$ cat src/rtl/result_uart_tx.sv
// Sends {result, flags} as a 7-byte ASCII line "HHHHF\r\n" over an 8N1 UART.
// Bytes go back-to-back; the next byte comes straight from the captured value.
module result_uart_tx #(
  parameter int CLKS_PER_BIT = 868
) (
  input  logic        clk,
  input  logic        rst,
  input  logic        start,
  input  logic [15:0] result,
  input  logic [3:0]  flags,
  output logic        tx,
  output logic        busy,
  output logic        done,
  output logic [1:0]  dbg_state
);

  localparam int CW = (CLKS_PER_BIT > 1) ? $clog2(CLKS_PER_BIT) : 1;
  localparam logic [CW-1:0] BAUD_LAST = CW'(CLKS_PER_BIT - 1);

  localparam logic [1:0] S_IDLE  = 2'd0;
  localparam logic [1:0] S_START = 2'd1;
  localparam logic [1:0] S_DATA  = 2'd2;
  localparam logic [1:0] S_STOP  = 2'd3;

  logic [1:0]    state_q, state_d;
  logic [CW-1:0] baud_q, baud_d;
  logic [2:0]    bit_q, bit_d;
  logic [2:0]    byte_q, byte_d;
  logic [15:0]   result_q, result_d;
  logic [3:0]    flags_q, flags_d;
  logic          tx_q, tx_d;
  logic          busy_q, busy_d;
  logic          done_q, done_d;
  logic [7:0]    cur_byte;

  function automatic logic [7:0] hex_ascii(input logic [3:0] n);
    logic [7:0] c;
    if (n < 4'd10) c = 8'h30 + {4'h0, n};
    else           c = 8'h37 + {4'h0, n};
    return c;
  endfunction

  function automatic logic [7:0] line_byte(input logic [2:0] idx,
                                           input logic [15:0] r,
                                           input logic [3:0] f);
    logic [7:0] b;
    case (idx)
      3'd0:    b = hex_ascii(r[15:12]);
      3'd1:    b = hex_ascii(r[11:8]);
      3'd2:    b = hex_ascii(r[7:4]);
      3'd3:    b = hex_ascii(r[3:0]);
      3'd4:    b = hex_ascii(f);
      3'd5:    b = 8'h0D;
      default: b = 8'h0A;
    endcase
    return b;
  endfunction

  always_comb begin
    state_d  = state_q;
    baud_d   = baud_q;
    bit_d    = bit_q;
    byte_d   = byte_q;
    result_d = result_q;
    flags_d  = flags_q;
    done_d   = 1'b0;
    cur_byte = 8'h00;

    case (state_q)
      S_IDLE: begin
        if (start) begin
          state_d  = S_START;
          baud_d   = '0;
          bit_d    = 3'd0;
          byte_d   = 3'd0;
          result_d = result;
          flags_d  = flags;
        end
      end
      S_START, S_DATA, S_STOP: begin
        if (baud_q != BAUD_LAST) begin
          baud_d = baud_q + 1'b1;
        end else begin
          // Bit boundary: the baud counter restarts so periods never drift.
          baud_d = '0;
          if (state_q == S_START) begin
            state_d = S_DATA;
            bit_d   = 3'd0;
          end else if (state_q == S_DATA) begin
            if (bit_q == 3'd7) state_d = S_STOP;
            else               bit_d   = bit_q + 3'd1;
          end else if (byte_q < 3'd6) begin
            byte_d  = byte_q + 3'd1;
            state_d = S_START;
          end else begin
            state_d = S_IDLE;
            done_d  = 1'b1;
          end
        end
      end
      default: state_d = S_IDLE;
    endcase

    // The serial line is registered from the next state so it moves with busy.
    busy_d = (state_d != S_IDLE);
    case (state_d)
      S_START: tx_d = 1'b0;
      S_DATA: begin
        cur_byte = line_byte(byte_d, result_d, flags_d);
        tx_d     = cur_byte[bit_d];
      end
      default: tx_d = 1'b1;
    endcase
  end

  always_ff @(posedge clk or posedge rst) begin
    if (rst) begin
      state_q  <= S_IDLE;
      baud_q   <= '0;
      bit_q    <= 3'd0;
      byte_q   <= 3'd0;
      result_q <= 16'h0000;
      flags_q  <= 4'h0;
      tx_q     <= 1'b1;
      busy_q   <= 1'b0;
      done_q   <= 1'b0;
    end else begin
      state_q  <= state_d;
      baud_q   <= baud_d;
      bit_q    <= bit_d;
      byte_q   <= byte_d;
      result_q <= result_d;
      flags_q  <= flags_d;
      tx_q     <= tx_d;
      busy_q   <= busy_d;
      done_q   <= done_d;
    end
  end

  assign tx        = tx_q;
  assign busy      = busy_q;
  assign done      = done_q;
  assign dbg_state = state_q;

endmodule

$ cat config.mk
export PLATFORM = sky130hd
export DESIGN_NAME = result_uart_tx
export DESIGN_NICKNAME = d
export VERILOG_FILES = /design/src/rtl/result_uart_tx.sv
export SDC_FILE = /design/constraint.sdc
export NUM_CORES = 1
export LEC_CHECK = 0
export CELL_PAD_IN_SITES_DETAIL_PLACEMENT = 1
export CELL_PAD_IN_SITES_GLOBAL_PLACEMENT = 1
export CORE_MARGIN = 4
export CORE_UTILIZATION = 44
export CTS_CLUSTER_DIAMETER = 50
export DETAILED_ROUTE_END_ITERATION = 10
export GPL_ROUTABILITY_DRIVEN = 0
export PLACE_DENSITY = 0.91
export REMOVE_ABC_BUFFERS = 1
export SKIP_LAST_GASP = 1
export SYNTH_ARGS = -nofsm -noshare
export SYNTH_HDL_FRONTEND = slang
export SYNTH_SLANG_ARGS = --single-unit
export TNS_END_PERCENT = 20
$ cat constraint.sdc
create_clock -name clk -period 3.5 [get_ports clk]
set_input_delay 0.875 -clock clk [delete_from_list [all_inputs] [get_ports clk]]
set_output_delay 0.875 -clock clk [all_outputs]
set_load 0.01 [all_outputs]
### Word level (Yosys, flattened, before mapping)

Cells that the tools add are included.

* add/subtract/negate cells: 13
* order comparisons: 7
* equal/unequal tests: 13
* mux-type cells: 41
* reductions and logical operators: 4

Operator list (number)
* $add A6 B4 Y7 const A: 10
* $pmux W8 S6: 1
* $mux W7: 5
* $mux W16: 2
* $mux W3: 10
* $lt A4 B4 Y1 const B: 5
* $mux W10: 2
* $pmux W10 S2: 1
* $pmux W3 S2: 2
* $add A10 B1 Y10 const B: 1
* $mux W2: 5
* $ne A10 B10 Y1 const B: 1
* $eq A3 B3 Y1 const B: 3
* $mux W4: 2
* $mux W8: 1
* $mux W1: 7
* $add A3 B1 Y3 const B: 2
* $eq A2 B2 Y1 const B: 3
* $eq A3 B2 Y1 const B: 2
* $eq A2 B1 Y1 const B: 2
* $lt A3 B4 Y1 const B: 1
* $pmux W2 S2: 1
* $bmux W1 S3: 1
* $eq A3 B1 Y1 const B: 1
* other kinds (7): 7

* register bits after elaboration: 41
* input port bits: 23
* output and inout bits: 5
* logic and storage cells: 87

### Logic depth before layout (Yosys ltp)

Gate-level depths: netlist of run 1.

* depth in word-level cells: 12
* depth in mapped cells: 15
* depth with buffers taken out: 12

### Least setup slack after synthesis of run 1

No wires, ideal clock.

* path kind: input -> register
* start: input port start
* end: register tx_q (netlist: tx)
* setup time: 0.088 ns
* arrival: 2.806 ns
* data required time: 3.412 ns
* setup slack: 0.605 ns
* stages: 11
* path buffers: 2
* cells stage by stage: buf_2 nand2_1 buf_2 mux2i_1 ha_1 a21oi_1 a311o_1 a21oi_1 o211ai_1 nand4b_1 o211ai_2

* longest elaborated chain between the ends: 9
* elaborated cells between the ends (all ways): 43
* those cells by class: 10 x add/sub; 5 x order compare; 7 x eq/ne; 20 x mux; 1 x reduce/logical

RTL lines
* from (decl): RTL line 8 `input logic start,`
* $mux W4 / $mux W16 (equally long branches): RTL line 71 `if (start) begin`
* $mux W4 / $mux W16 (equally long branches): RTL line 69 `case (state_q)`
* $add A6 B4 Y7, or another cell as far along: RTL line 39 `else c = 8'h37 + {4'h0, n};`
* $mux W7: RTL line 38 `if (n < 4'd10) c = 8'h30 + {4'h0, n};`
* $pmux W8 S6: RTL line 47 `case (idx)`
* $mux W8: RTL line 106 `case (state_d)`
* $bmux W1 S3: RTL line 110 `tx_d = cur_byte[bit_d];`
* $mux W1 (not written as such): RTL line 110
* $pmux W1 S2 (*): RTL line 106
* via tx_d: RTL line 31 `logic tx_q, tx_d;`
* to (signal assigned): RTL line 134 `tx_q <= tx_d;`
* to (decl): RTL line 31

The timed path passes the listed nets; every way through them passes the cells marked *. The select of a mux whose other input is x is not followed.
A chain may end at the register's enable or synchronous reset.

### Worst setup path in the final report of run 1

* start: register state_q[1] (netlist: dbg_state[1])
* end: register tx_q (netlist: tx)

* longest elaborated chain between the ends: 11
* elaborated cells between the ends (all ways): 54
* those cells by class: 10 x add/sub; 5 x order compare; 10 x eq/ne; 26 x mux; 3 x reduce/logical

RTL lines
* from (decl): RTL line 25 `logic [1:0] state_q, state_d;`
* from (signal assigned): RTL line 128 `state_q <= state_d;`
* $eq A2 B2 Y1: RTL line 69, 89
* $mux W3: RTL line 89 `end else if (state_q == S_DATA) begin`
* $mux W3: RTL line 86 `if (state_q == S_START) begin`
* $mux W3: RTL line 81 `if (baud_q != BAUD_LAST) begin`
* $pmux W3 S2 (*): RTL line 69
* via byte_d[1]: RTL line 28 `logic [2:0] byte_q, byte_d;`
* $eq A3 B3 Y1, or another cell as far along: RTL line 47
* $pmux W8 S6 (*): RTL line 47
* $mux W8 (*): RTL line 106
* $bmux W1 S3 (*): RTL line 110
* $mux W1 (not written as such) (*): RTL line 110
* $pmux W1 S2 (*): RTL line 106
* via tx_d: RTL line 31

Marked as above.

==> metrics.md, run 1 <==
| Metric | Value |
|---|---|
| Status | `completed` |
| Fin. Hold Viols | `0` |
| Ys flop type | `dfrtp_1` |
| Clock Sinks | `41` |
| Pin count of the biggest net entering global routing | `42` |
| Global-route wire length before repair | `12.6 mm` |
| Setup violations, final | `0` |
| Clock Tree Buf Depth | `2` |
| Peak supply drop | `0.000169 V` |
| Die Wd | `89.1 um` |
| RSZ-0062 raised after global routing | `no` |
| Crit end category | `register` |
| F_max | `323 MHz` |
| Hold path depth | `1` |
| Setup crit start kind | `register` |
| # diodes | `0` |
| Hold_buf cts | `0` |
| Routed Antenna Nets | `0` |
| Worst min path class | `register to register` |
| Yosys cell types | `67` |
| Grt total ovfl | `0` |
| Number of flops mapped to enable cells by yosys | `0` |
| Worst R2R Setup Slack | `0.40 ns` |
| Setup tns final | `0 ns` |
| Slew headroom | `55.2%` |
| Starting DRT DRC Count | `77` |
| Critical path fanouts, max | `13` |
| Cells after Synth | `317` |
| LEAKAGE | `0.00161 uW` |
| TritonCTS Buffers | `5` |
| Place WS | `0.201 ns` |
| Fin Clk Skew | `0.00340 ns` |
| H-tree Lvls | `2` |
| Commonest non-fill, non-tap cell in the layout | `nand2_1` |
| # DRC | `0` |
| Share of cells above drive strength 1 | `13.3%` |
| Yosys Warn Count | `0` |
| CTS tree | `yes` |
| WHS Endpoint | `baud_q[6]` |
| Reg2Reg Depth | `12` |
| CP required | `3.73 ns` |
| Clock transition at the registers of the reported paths | `0.09 ns` |
| Final Max Tran Viols | `0` |
| Sequential share of the synthesized area | `35.5%` |
| Core footprint | `6350 um2` |
| Seq cells post-synth | `41` |
| CTS resizes | `0` |
| Final WS setup | `0.400 ns` |
| Max Cap Violations | `0` |
| Routed len/inst | `17.5 um` |
| Final min period | `3.10 ns` |
| Nets@finish | `381` |
| Post-CTS Setup Bufs | `0` |
| DIE AREA | `7930 um2` |
| Routed WL | `7.43 mm` |
| Clk_lat worst skew | `0.30 ns` |
| Mapped cell area | `2890 um2` |
| Die H | `89.1 um` |
| Final worst path period share | `88.6%` |
| DR vias/cell | `5.85` |
| CP Data Arrival Time | `3.33 ns` |
| Type of the worst setup path | `register to register` |
| Layout area overhead | `14.7%` |
| # rows | `29` |
| Syn Area/Cell | `9.12 um2` |
| Async SR Flop Fraction | `100%` |
| Clock Tree Root | `clkbuf_8` |
| Reg2Reg Capture Point | `tx` |
| Worst slew pin tran | `0.667 ns` |
| Initial antenna violation count | `0` |
| Hold_sp | `baud_q[6]` |
| Top-level port count | `28` |
| Hpwl dp | `5.68 mm` |
| Most frequent cells in the layout | `nand2_1, dfrtp_1, clkdlybuf4s50_1, nor2_1, inv_1` |
| Vias | `2482` |
| PortBufs | `27` |
| Drt first pass iters | `4` |
| Total GRT Usage | `20.1%` |
| Vias in the first global route | `2718` |
| Reg-to-reg startpoint | `dbg_state[1]` |
| Starting Density | `45.5%` |
| PD cells | `252 nW/um2` |
worst max-delay path, stage by stage (launching register included):
cell and delay, ns:
dfrtp_1 0.41, inv_1 0.10, ha_1 0.30, nor3_2 0.36, nand4_1 0.16, o21ai_0 0.20, a22o_2 0.37, inv_1 0.19
o41ai_2 0.48, o21ai_1 0.14, o21ai_1 0.11, o211ai_2 0.12, o211ai_2 0.08
cell usage after synthesis (all sizes together), types with 2 or more instances:
library cell | instances | area [um2]
xor2 | 2 | 17.5
nor3b | 2 | 26.3
inv | 27 | 106
buf | 9 | 90.1
nand4 | 7 | 43.8
nor3 | 9 | 66.3
o211ai | 6 | 55.1
a22oi | 3 | 22.5
xnor2 | 7 | 61.3
dfrtp | 40 | 1000
nor2b | 4 | 25.0
o31ai | 8 | 65.1
ha | 12 | 150
a221oi | 3 | 32.5
mux2 | 7 | 82.6
o21ai | 13 | 65.1
a31oi | 4 | 25.0
o41ai | 3 | 41.3
a211o | 2 | 17.5
nand2 | 46 | 173
nand3 | 7 | 47.6
nor2 | 27 | 104
and2 | 2 | 15.0
or3 | 2 | 13.8
nand2b | 2 | 12.5
a211oi | 4 | 35.0
a22o | 2 | 18.8
clkbuf | 4 | 16.3
mux2i | 22 | 220
a21oi | 15 | 75.1
flip-flops by register name, indices dropped and copies added (netlist names):
register	count
byte_q	3
flags_q	4
dbg_state	2
busy	1
tx	1
bit_q	3
done	1
result_q	16
baud_q	10
where the power goes:
| group | switching [uW] | internal (uW) | leakage, uW |
|---|---|---|---|
| registers | 0 | 473 | 0.000518 |
| logic | 17.3 | 24.0 | 0.00105 |
| clock network | 182 | 140 | 0.0000364 |
per-stage QoR:
stage	area, um2	utilization [%]	hold WS (ns)	cells	total power [uW]
detailed placement	3220	50.8	0.483	416	525
finish	3310	52.2	0.489	424	837
global placement	3220	50.8	0.469	416	523
CTS	3310	52.2	0.495	424	848
global route	3310	52.2	0.526	424	872
floorplan	2780	-	0.445	304	491
layout make-up:
class,count,area (um2)
sequential,41,1030
multi-input combinational,236,1650
timing repair buffer,35,343
fill,749,3040
inverter,27,106
tap,77,96.3
clock inverter,3,22.5
clock buffer,5,68.8
routing by layer:
layer / track usage (%) / up-vias / wire [um] / part of all wire, %
met5: 0 / - / 0 / 0
met4: 6.90 / 0 / 124 / 1.7
met3: 2.76 / 13 / 199 / 2.7
met2: 36.5 / 36 / 3840 / 52
met1: 24.4 / 1241 / 3270 / 44
li1: - / 1192 / - / -
kinds of logic after synthesis:
logic type,synth area share (%)
buf+inv,7.36
compound gates,18.0
mux,10.5
flops,35.5
fa+ha+maj,5.19
simple gates,20.7
xor+xnor,2.73
worst max path at each step:
stage / from / end / cells past startpoint
4_1_cts: dbg_state[1] / tx / 12
2_1_floorplan: start / tx / 9
3_5_place_dp: start / tx / 11
3_3_place_gp: start / tx / 11
5_1_grt: dbg_state[1] / tx / 12
6_report: dbg_state[1] / tx / 12
No activity file was read; power rests on OpenSTA's default activity.
==> run 2: changes to the inputs <==
--- a/config.mk
+++ b/config.mk
@@ -5,14 +5,15 @@
 export SDC_FILE = /design/constraint.sdc
 export NUM_CORES = 1
 export LEC_CHECK = 0
+export ABC_AREA = 1
 export CELL_PAD_IN_SITES_DETAIL_PLACEMENT = 1
 export CELL_PAD_IN_SITES_GLOBAL_PLACEMENT = 1
 export CORE_MARGIN = 4
-export CORE_UTILIZATION = 44
+export CORE_UTILIZATION = 43
 export CTS_CLUSTER_DIAMETER = 50
 export DETAILED_ROUTE_END_ITERATION = 10
 export GPL_ROUTABILITY_DRIVEN = 0
-export PLACE_DENSITY = 0.91
+export PLACE_DENSITY = 0.92
 export REMOVE_ABC_BUFFERS = 1
 export SKIP_LAST_GASP = 1
 export SYNTH_ARGS = -nofsm -noshare
==> metrics.md, run 2 <==
| Metric | Value |
|---|---|
| Status | `completed` |
| # rows | `30` |
| Crit end category | `register` |
| Layout area overhead | `16.3%` |
| Post-CTS Setup Bufs | `0` |
| Ys flop type | `dfrtp_1` |
| Mapped cell area | `3120 um2` |
| Drt first pass iters | `4` |
| Setup tns final | `0 ns` |
| Top-level port count | `28` |
| Leading area contributor after synthesis | `dfrtp_1` |
| # DRC | `0` |
| Fin Clk Skew | `0.0106 ns` |
| Vias | `2791` |
| Critical path, cell by cell | `clkdlybuf4s50_1 > nand2_1 > buf_4 > nand2_1 > o21ai_2 > ha_1 > nand2_1 > inv_1 > a31o_2 > nand2_1 > nand2_1 > nor2_1 > nand2_1 > nand2_1 > nand2_1 > nand3_1 > nand2_1 > nand2_1 > nand2_1` |
| Count leader, synth | `nand2_1` |
| Most frequent cells in the layout | `nand2_1, inv_1, dfrtp_1, nor2_1, clkdlybuf4s50_1` |
| Total GRT Usage | `19.8%` |
| Max stage delay on crit path | `0.56 ns` |
| Biggest register | `result_q` |
| CTS tree | `yes` |
| Yosys Warn Count | `0` |
| Clk_lat worst skew | `0.30 ns` |
| Vias in the first global route | `3012` |
| Type of the worst setup path | `primary input to register` |
| Sequential share of the synthesized area | `32.9%` |
| # diodes | `0` |
| Setup crit start kind | `primary input` |
| Final worst path period share | `86.7%` |
| PortBufs | `27` |
| Top Family by Delay on Critical Path | `simple AND/OR/NAND/NOR gates` |
| CP required | `3.73 ns` |
| Worst slew pin tran | `0.534 ns` |
| Pin count of the biggest net entering global routing | `42` |
| Max FFs per register | `16` |
| Worst R2R Setup Slack | `0.80 ns` |
| CP Data Arrival Time | `3.27 ns` |
| Peak supply drop | `0.000149 V` |
| Crit-path slowest cell | `clkdlybuf4s50_1` |
| Global-route wire length before repair | `13.9 mm` |
| Synth top cells by count | `nand2_1, inv_1, dfrtp_1` |
| Setup violations, final | `0` |
| CP Buf/Inv Count | `3` |
| Nets@finish | `494` |
| Clock transition at the registers of the reported paths | `0.09 ns` |
| DR vias/cell | `5.02` |
| Worst min path class | `register to register` |
| Number of flops mapped to enable cells by yosys | `0` |
| DIE AREA | `8680 um2` |
| Clock Tree Root | `clkbuf_8` |
| Synth top area cells | `dfrtp_1, nand2_1, inv_1` |
| Routed WL | `7.82 mm` |
| CP most frequent cell | `nand2_1` |
| Share of cells above drive strength 1 | `13.5%` |
| CTS resizes | `0` |
| Commonest non-fill, non-tap cell in the layout | `nand2_1` |
| Final core utilization | `52.6%` |
| Max Cap Violations | `0` |
| Top flop regs | `result_q (16), baud_q (10), flags_q (4)` |
| Final Max Tran Viols | `0` |
| Clock Tree Buf Depth | `2` |
| Starting DRT DRC Count | `63` |
| Syn Area/Cell | `7.31 um2` |
| Hpwl dp | `6.21 mm` |
| Yosys cell types | `44` |
| Hold_buf cts | `0` |
| Starting Density | `45.2%` |
| Final min period | `3.03 ns` |
| Power Total | `981 uW` |
| Cells after Synth | `427` |
| Fin. Hold Viols | `0` |
| Slew headroom | `64.4%` |
| F_max | `330 MHz` |
| LEAKAGE | `0.00179 uW` |
| Die H | `93.2 um` |
| Seq cells post-synth | `41` |
| Core footprint | `6910 um2` |
| Clock Sinks | `41` |
| Routed len/inst | `14.1 um` |
| Initial antenna violation count | `0` |
| Routed Antenna Nets | `0` |
| TritonCTS Buffers | `5` |
| Critical path fanouts, max | `24` |
| RSZ-0062 raised after global routing | `no` |
| H-tree Lvls | `2` |
| Grt total ovfl | `0` |
| Yosys top cell area share | `32.1%` |
| PD cells | `270 nW/um2` |
| Die Wd | `93.2 um` |
| Async SR Flop Fraction | `100%` |
run 2: changes by cell type after synthesis, sizes merged, moves of 5 or more:
cell / delta
mux2: -7
xnor2: -7
nand2: +78
mux2i: -22
inv: +57
o21ai: +28
o211ai: -6
nand3: +24
nor2: +16
xor2: +5
o31ai: -8
run 2: metrics by stage:
stage	cells	cell area [um2]	worst slack [ns]	hold WS (ns)
floorplan	422	3080	0.625	0.497
global placement	548	3490	0.313	0.539
detailed placement	548	3490	0.218	0.552
CTS	556	3630	0.450	0.567
global route	556	3630	0.232	0.594
finish	556	3630	0.466	0.563
run 2: final cells by class:
cell class              instances  area (um2)
clock inverters                 3        68.8
clock buffers                   5        68.8
repair buffers                 30         293
multi-input cells             296        1720
well taps                      96         120
flip-flops and latches         41        1030
inverters                      85         335
fillers                       908        3280
run 2: path summary, 6_finish.rpt:
| kind | depth (start not counted) | startpoint | end |
|---|---|---|---|
| min reg2reg | 2 | baud_q[6] | baud_q[6] |
| max in group asynchronous | 3 | rst | tx |
| min in group asynchronous | 3 | rst | baud_q[1] |
| max reg2reg | 20 | dbg_state[0] | tx |
| min | 2 | baud_q[6] | baud_q[6] |
| max | 19 | start | tx |
run 2: cells by family after synthesis:
family	share of synthesized area [%]
flops	32.9
simple gates	36.8
compound gates	11.4
fa+ha+maj	4.81
xor+xnor	1.96
buf+inv	12.1
run 2: per-layer routing:
metal	up-vias	wire, um	GRT usage [%]
li1	1394	-	-
met1	1347	3130	22.1
met2	34	4310	38.2
met3	16	215	3.06
met4	0	163	5.86
met5	-	0	0
run 2: report_power, final:
group,switching (uW),total [uW],internal [uW]
combinational,14.4,36.6,22.2
clock,184,471,287
sequential,0,473,473
total,198,981,783
run 2: worst min-delay path, delay by kind of cell, from the launching register on:
kind | cells | cell delay, ns
flip-flops | 1 | 0.40
buffers and inverters | 1 | 0.06
AO/OA/AOI/OAI | 1 | 0.06
==> run 3: changes to the inputs <==
--- a/config.mk
+++ b/config.mk
@@ -5,15 +5,15 @@
 export SDC_FILE = /design/constraint.sdc
 export NUM_CORES = 1
 export LEC_CHECK = 0
-export ABC_AREA = 1
+export ABC_AREA = 0
 export CELL_PAD_IN_SITES_DETAIL_PLACEMENT = 1
 export CELL_PAD_IN_SITES_GLOBAL_PLACEMENT = 1
 export CORE_MARGIN = 4
-export CORE_UTILIZATION = 43
+export CORE_UTILIZATION = 44
 export CTS_CLUSTER_DIAMETER = 50
 export DETAILED_ROUTE_END_ITERATION = 10
 export GPL_ROUTABILITY_DRIVEN = 0
-export PLACE_DENSITY = 0.92
+export PLACE_DENSITY = 0.91
 export REMOVE_ABC_BUFFERS = 1
 export SKIP_LAST_GASP = 1
 export SYNTH_ARGS = -nofsm -noshare
==> constraint.sdc (replaced) <==
create_clock -name clk -period 3.2 [get_ports clk]
set_input_delay 0.8 -clock clk [delete_from_list [all_inputs] [get_ports clk]]
set_output_delay 0.8 -clock clk [all_outputs]
set_load 0.01 [all_outputs]
==> metrics.md, run 3 (synthesis gave the netlist of run 1 again) <==
| Metric | Value |
|---|---|
| Status | `completed` |
| Layout area overhead | `17.4%` |
| Final Max Tran Viols | `0` |
| PD cells | `271 nW/um2` |
| Pin count of the biggest net entering global routing | `42` |
| Crit end category | `register` |
| Commonest non-fill, non-tap cell in the layout | `nand2_1` |
| Die H | `89.1 um` |
| Initial antenna violation count | `0` |
| Fin. Hold Viols | `0` |
| RSZ-0062 raised after global routing | `no` |
| LEAKAGE | `0.00166 uW` |
| # diodes | `0` |
| Routed len/inst | `18.1 um` |
| Dpl cells | `426` |
| Top-level port count | `28` |
| Nets@finish | `391` |
| Setup crit start kind | `primary input` |
| Clock transition at the registers of the reported paths | `0.09 ns` |
| Vias in the first global route | `2760` |
| Max Used Layer | `met4` |
| Met3 routed WL | `292 um` |
| Worst min path class | `register to register` |
| NetSw | `225 uW` |
| Core footprint | `6350 um2` |
| Max Cap Violations | `0` |
| Hold path depth | `1` |
| DIE AREA | `7930 um2` |
| Biggest register | `result_q` |
| Reg2Reg Depth | `12` |
| Gate power share | `4.9%` |
| Clock share of power | `38.8%` |
| Most frequent cells in the layout | `nand2_1, dfrtp_1, clkdlybuf4s50_1, nor2_1, inv_1` |
| Setup tns final | `0 ns` |
| TritonCTS Buffers | `5` |
| Finished Layout Cells | `434` |
| Fin area | `3390 um2` |
| Met1 Wirelength | `3.33 mm` |
| Routed WL | `7.85 mm` |
| Final worst path period share | `93.3%` |
| Top flop regs | `result_q (16), baud_q (10), flags_q (4)` |
| CTS tree | `yes` |
| Fillers | `764` |
| DP Area | `3300 um2` |
| Slew headroom | `58.1%` |
| Sw frac | `24.5%` |
| Setup violations, final | `0` |
| Vias | `2565` |
| Drt first pass iters | `4` |
| CP Data Arrival Time | `3.21 ns` |
| Clock Tree Root | `clkbuf_8` |
| # rows | `29` |
| Clock Tree Buf Depth | `2` |
| # DRC | `0` |
| DR vias/cell | `5.91` |
| Clk_lat worst skew | `0.31 ns` |
| Internal power | `695 uW` |
| Critical path fanouts, max | `26` |
| Post-CTS Setup Bufs | `0` |
| Grt total ovfl | `0` |
| Total GRT Usage | `21.7%` |
| Final min period | `2.99 ns` |
| Starting Density | `45.5%` |
| Max FFs per register | `16` |
| Fin Clk Skew | `0.0116 ns` |
| Global-route wire length before repair | `13.2 mm` |
| Met2 wire len | `4.04 mm` |
| CP required | `3.43 ns` |
| Routed Antenna Nets | `0` |
| Reg power frac | `56.3%` |
| F_max | `335 MHz` |
| Peak supply drop | `0.000197 V` |
| Hpwl dp | `5.79 mm` |
| Type of the worst setup path | `primary input to register` |
| Starting DRT DRC Count | `121` |
| Worst slew pin tran | `0.624 ns` |
| Clock Sinks | `41` |
| Share of cells above drive strength 1 | `16.0%` |
| PortBufs | `27` |
| H-tree Lvls | `2` |
| Die Wd | `89.1 um` |
[run 3: area by class of cell]
type                       count  area, um2  area share (%)
tap                           77       96.3            2.84
multi-input combinational    236       1660            48.9
clock inverter                 3       17.5           0.516
sequential                    41       1030            30.3
inverter                      27        106            3.13
timing repair buffer          45        418            12.3
clock buffer                   5       68.8            2.03
[run 3: final timing paths]
check                              endpoint  slack [ns]          from
worst min-delay path              baud_q[6]        0.49     baud_q[6]
max in group asynchronous                tx        1.88           rst
worst max-delay path                     tx        0.21         start
min in group asynchronous       result_q[9]        0.92           rst
worst min register to register    baud_q[6]        0.49     baud_q[6]
worst max register to register           tx        0.23  dbg_state[1]
[run 3: power groups by stage]
stage	clock network (uW)	logic, uW	registers (uW)
2_1_floorplan	0	9.06	528
3_3_place_gp	0	44.8	528
3_5_place_dp	0	45.7	528
4_1_cts	365	46.2	518
5_1_grt	380	49.6	518
6_report	357	45.0	518
[run 3: critical path: stages]
cell and delay [ns]:
clkdlybuf4s50_1 0.45, nand2_1 0.13, buf_12 0.20, mux2_2 0.37, nor2b_1 0.17, xnor2_1 0.15
nor2_1 0.05, o311ai_0 0.41, nand4_1 0.20, nand4b_1 0.18, o211ai_2 0.08
[run 3: per-stage QoR]
step           hold slack [ns]  total power [uW]  utilization, %  setup slack [ns]
2_1_floorplan            0.445               537               -             0.194
3_3_place_gp             0.470               573            51.9             0.114
3_5_place_dp             0.473               574            51.9          -0.00785
4_1_cts                  0.488               929            53.3            0.0579
5_1_grt                  0.506               948            53.4            0.0176
6_report                 0.495               920            53.4             0.214
[run 3: layer usage]
layer,track usage [%],vias to the layer above
li1,-,1210
met1,25.6,1275
met2,38.3,62
met3,4.70,18
met4,8.66,0
met5,0,-
[run 3: repair_timing]
item	4_1_cts	5_1_grt
resized for setup	0	2
setup endpoints to repair	0	1
hold buffers	0	0
